### src/rtl/xctcmsg_pkg.sv
// Shared types for the writeback path: payload struct and requester indices.
package xctcmsg_pkg;

    localparam int WB_REG_W   = 5;
    localparam int WB_VALUE_W = 32;

    typedef enum logic {
        REQ_POSTOFFICE = 1'b0,
        REQ_RECEIVE    = 1'b1
    } req_idx_e;

    typedef struct packed {
        logic [WB_REG_W-1:0]   register;
        logic [WB_VALUE_W-1:0] value;
        logic                  passthrough;
    } writeback_arbiter_data_t;

endpackage

### src/rtl/rr_arbiter2.sv
// Two-way round-robin grant: one-hot grant, bit index equals req_idx_e.
// Latency: combinational.
// Backpressure: no grant at all while enable is low.
module rr_arbiter2
    import xctcmsg_pkg::*;
(
    input  logic       enable,
    input  logic [1:0] req,
    input  req_idx_e   last_grant,
    output logic [1:0] grant
);

    always_comb begin
        grant = 2'b00;
        if (enable) begin
            if (req == 2'b11) begin
                // On contention the side that did not win last time goes first.
                grant = (last_grant == REQ_POSTOFFICE) ? 2'b10 : 2'b01;
            end else begin
                grant = req;
            end
        end
    end

endmodule

### src/rtl/writeback_arbiter.sv
// Merges postoffice and receive writebacks into one registered output stage; optional grant counters under XCTCMSG_WB_ARB_STATS_EN.
// Latency: one cycle from acknowledge to core valid.
// Backpressure: acknowledges only when the stage is empty or draining this cycle, and never during flush.
module writeback_arbiter
    import xctcmsg_pkg::*;
#(
    parameter int STAT_WIDTH = 32
) (
    input  logic                    clk,
    input  logic                    rst_n,
    input  logic                    flush,
    input  logic                    postoffice_writeback_arbiter_valid,
    output logic                    writeback_arbiter_postoffice_acknowledge,
    input  writeback_arbiter_data_t postoffice_writeback_arbiter_data,
    input  logic                    receive_writeback_arbiter_valid,
    output logic                    writeback_arbiter_receive_acknowledge,
    input  writeback_arbiter_data_t receive_writeback_arbiter_data,
    output logic                    writeback_arbiter_core_valid,
    input  logic                    core_writeback_arbiter_ready,
    output writeback_arbiter_data_t writeback_arbiter_core_data
`ifdef XCTCMSG_WB_ARB_STATS_EN
    ,
    output logic [STAT_WIDTH-1:0]   writeback_arbiter_postoffice_grants,
    output logic [STAT_WIDTH-1:0]   writeback_arbiter_receive_grants
`endif
);

    typedef enum logic {
        ST_EMPTY = 1'b0,
        ST_FULL  = 1'b1
    } stage_e;

    stage_e     state;
    req_idx_e   last_grant;
    logic       allocatable;
    logic       grant_en;
    logic [1:0] grant;
    logic       grant_any;

    assign allocatable = (state == ST_EMPTY) || core_writeback_arbiter_ready;
    // rst_n gates the enable so acknowledges are low throughout reset, not just after the next edge.
    assign grant_en    = rst_n && allocatable && !flush;

    rr_arbiter2 u_rr_arbiter2 (
        .enable     (grant_en),
        .req        ({receive_writeback_arbiter_valid, postoffice_writeback_arbiter_valid}),
        .last_grant (last_grant),
        .grant      (grant)
    );

    assign grant_any = |grant;
    assign writeback_arbiter_postoffice_acknowledge = grant[REQ_POSTOFFICE];
    assign writeback_arbiter_receive_acknowledge    = grant[REQ_RECEIVE];
    assign writeback_arbiter_core_valid             = (state == ST_FULL);

    always_ff @(posedge clk or negedge rst_n) begin
        if (!rst_n) begin
            state      <= ST_EMPTY;
            last_grant <= REQ_POSTOFFICE;
        end else if (flush) begin
            state <= ST_EMPTY;
        end else if (grant_any) begin
            state      <= ST_FULL;
            last_grant <= grant[REQ_RECEIVE] ? REQ_RECEIVE : REQ_POSTOFFICE;
        end else if (state == ST_FULL && core_writeback_arbiter_ready) begin
            state <= ST_EMPTY;
        end
    end

    // Payload needs no reset: it is only observed while the stage is FULL.
    always_ff @(posedge clk) begin
        if (grant_any) begin
            writeback_arbiter_core_data <= grant[REQ_RECEIVE] ? receive_writeback_arbiter_data
                                                              : postoffice_writeback_arbiter_data;
        end
    end

`ifdef XCTCMSG_WB_ARB_STATS_EN
    localparam logic [STAT_WIDTH-1:0] STAT_MAX = '1;

    always_ff @(posedge clk or negedge rst_n) begin
        if (!rst_n) begin
            writeback_arbiter_postoffice_grants <= '0;
            writeback_arbiter_receive_grants    <= '0;
        end else begin
            if (grant[REQ_POSTOFFICE] && writeback_arbiter_postoffice_grants != STAT_MAX) begin
                writeback_arbiter_postoffice_grants <= writeback_arbiter_postoffice_grants + 1'b1;
            end
            if (grant[REQ_RECEIVE] && writeback_arbiter_receive_grants != STAT_MAX) begin
                writeback_arbiter_receive_grants <= writeback_arbiter_receive_grants + 1'b1;
            end
        end
    end
`else
    if (STAT_WIDTH > 0) begin : g_no_stats
    end
`endif

endmodule

### config.mk
export PLATFORM = sky130hd
export DESIGN_NAME = writeback_arbiter
export DESIGN_NICKNAME = d
export VERILOG_FILES = /design/src/rtl/xctcmsg_pkg.sv /design/src/rtl/rr_arbiter2.sv /design/src/rtl/writeback_arbiter.sv
export SDC_FILE = /design/constraint.sdc
export NUM_CORES = 1
export LEC_CHECK = 0
export CORE_MARGIN = 2
export CORE_UTILIZATION = 34
export CTS_CLUSTER_DIAMETER = 80
export DETAILED_ROUTE_END_ITERATION = 8
export PLACE_DENSITY = 0.78
export REMOVE_ABC_BUFFERS = 1
export SLEW_MARGIN = 5
export SYNTH_ARGS = -nofsm -noshare
export SYNTH_HDL_FRONTEND = slang
export SYNTH_SLANG_ARGS = --single-unit
### constraint.sdc
create_clock -name clk -period 3.6 [get_ports clk]
set_input_delay 0.72 -clock clk [delete_from_list [all_inputs] [get_ports clk]]
set_output_delay 0.72 -clock clk [all_outputs]
set_load 0.02 [all_outputs]
==> impl_metrics.ini <==
[cts]
cts_sinks = 40
cts_buffers = 5
cts_buffer_depth = 2
cts_max_level = 2
clkLatencyLatePin_ps = 290
cts_resized = 0
cts_hold_buf = 0
cts_tree = built
cts_root_buf = clkbuf_8
cts_setup_buffers = 0
clk_pin_slew_ps = 70

[logic_synthesis]
synth.area.top_cells = edfxtp_1 64%, mux2_2 18%, mux2_4 7.6%, dfrtp_1 2.8%, buf_6 1.3%
synth_flop_cell = edfxtp_1
yosys.area.top_type_share_pct = 64.36
synth-edff-count = 38
ys_warn_count = 0
syn_area_um2 = 1773
synth_common_cells = 38 x edfxtp_1, 29 x mux2_2, 9 x mux2_4
synthMostInstantiatedCell = edfxtp_1
async_flop_share_pct = 5.000
yosysSeqAreaShare_pct = 67.18
synth_top_area_cell = edfxtp_1
ys_types = 17
syn_avg_cell_area_um2 = 18.47
syn_inst = 96
yosys_register_bits = 40

[detailed_routing]
vias = 1317
drtAntennaViolNets = 0
finalWirelength_um = 4887
drtIter0Drc = 64
post_drt_wl_per_cell_um = 16.62
drcViolationCount = 0
firstDrtPassIters = 4
viasPerCell = 4.480

[min_path]
min_path_type = register to register
hold_start = last_grant
min_delay_path_depth = 1

[pwr]
p_clk_share_pct = 31.9
p_switching_uw = 236.1
power_frac_seq_pct = 48.3
power_density_nw_per_um2 = 354.4
p_int_uw = 890.5
combPwrFrac_pct = 19.8
swShare_pct = 20.96
ir_drop_mv = 0.1807
total_power_mw = 1.127
leakage_nw = 1.165

[timing]
fmaxAchievable_ghz = 0.3320
setup_viol = 0
layout_min_cycle_time_ps = 3012
worstMarginPinSlew_ps = 541.9
tns_ps = 0
clock_skew_ps = 4.621
grt_setup_unrepaired = false
worst_slack_ps = 587.6
drv_slew = 0
slew_headroom_pct = 63.87
hold_viol_final = 0
timing.final.crit_share_pct = 83.68

[setup_path]
worstReg2RegStart = writeback_arbiter_core_valid
end_kind = output pin
startpoint = rst_n
crit_fanout = 4
critPathKind = input pin to output pin
cp-start-kind = input pin
r2r_cells = 4
worstPathRequired_ps = 2880
crit_arrival_ps = 2290

[global_route]
grt_overflow = 0
grt_pass1_wl_um = 7624
antenna_found_initial = 0
gr-usage-all-layers_pct = 17.43
grt_max_degree = 39
grt_pass1_vias = 1344

[final_layout]
nNetsFinal = 305
diodes = 0
n_fill_cell = 412
multiInputGateArea_um2 = 553.0
synthToLayoutAreaGrowth_pct = 79.32
layout-drive-gt1-share_pct = 22.32
register_area_um2 = 1191
fin_cells = 294
finish.utilization_pct = 62.65

[placed_design]
post-place-ws_ps = 576.0
io_buffers = 122
gp_congestion = 0.7414
hpwl_um = 3720
dp.cells = 286

[floorplanning]
core-area_um2 = 5075
rows = 26
ioPinCount = 123
initial_core_util_pct = 34.94
die_w_um = 76.21
die_h_um = 76.21
die_area_um2 = 5808

[status]
outcome = finished clean

[run]
drv_cap = 0
==> layer usage <==
metal / track usage [%] / share of wire [%] / up-vias
met5: 0 / 0 / -
met4: 6.000 / 1.4 / 0
met3: 8.175 / 11 / 7
met2: 27.61 / 48 / 79
met1: 20.93 / 40 / 611
li1: - / - / 620
==> power by group through the flow <==
| stage | logic [mW] | registers (mW) | clock network [mW] |
|---|---|---|---|
| 3_5_place_dp | 0.225 | 0.556 | 0 |
| 6_report | 0.223 | 0.545 | 0.359 |
| 5_1_grt | 0.237 | 0.547 | 0.388 |
| 2_1_floorplan | 0.0633 | 0.579 | 0 |
| 3_3_place_gp | 0.220 | 0.554 | 0 |
| 4_1_cts | 0.226 | 0.545 | 0.371 |
==> layout make-up <==
type                       instances  area share (%)
clock buffer                       6           2.283
clock inverter                     2           1.102
inverter                           1          0.1181
multi-input combinational         51           17.39
sequential                        40           37.47
tap                               70           2.755
timing repair buffer             124           38.88
==> state kept, by name, indices dropped and copies added (netlist names) <==
signal and cells:
writeback_arbiter_core_valid 1, writeback_arbiter_core_data 38, last_grant 1
==> through the flow <==
step / instance area (um^2) / hold slack, ps
after floorplan: 1740 / 424.4
after global placement: 3072 / 513.6
after detailed placement: 3072 / 525.1
after CTS: 3179 / 542.8
after global routing: 3179 / 557.8
final: 3179 / 536.2
==> critical path, stage by stage <==
cell and delay, ps:
clkdlybuf4s50_1 540, nor2b_4 190, nand3_1 100, nor2b_1 120, clkdlybuf4s50_1 610
==> cell usage in the layout, fill, tap and decap left out <==
cell type          n
nand4_2            1
nor2b_1            1
a21oi_1            1
nand2b_1           2
nor2_4             1
clkbuf_1           1
bufinv_16          1
inv_1              1
dfrtp_1            2
nand2_1            2
nor2_1             1
o21ai_0            1
edfxtp_1          38
nor2b_4            1
mux2_4             9
clkbuf_8           5
mux2_2            29
o2bb2ai_1          1
nand3_1            1
buf_4              2
clkinv_2           1
clkdlybuf4s50_1  122
==> worst paths after layout <==
kind                                                                  to  slack, ps
min in group asynchronous                                     last_grant        610
worst min-delay path                                          last_grant        540
worst max-delay path            writeback_arbiter_postoffice_acknowledge        590
max in group asynchronous                   writeback_arbiter_core_valid       2840
worst max register to register           writeback_arbiter_core_data[25]       1850
worst min register to register                                last_grant        540
==> cells by family after synthesis <==
group	Yosys count	synth area share, %
compound gates	3	1.058
simple gates	10	3.670
mux	38	26.04
flops	40	67.18
buf+inv	5	2.046
No activity file was read; power rests on OpenSTA's default activity.
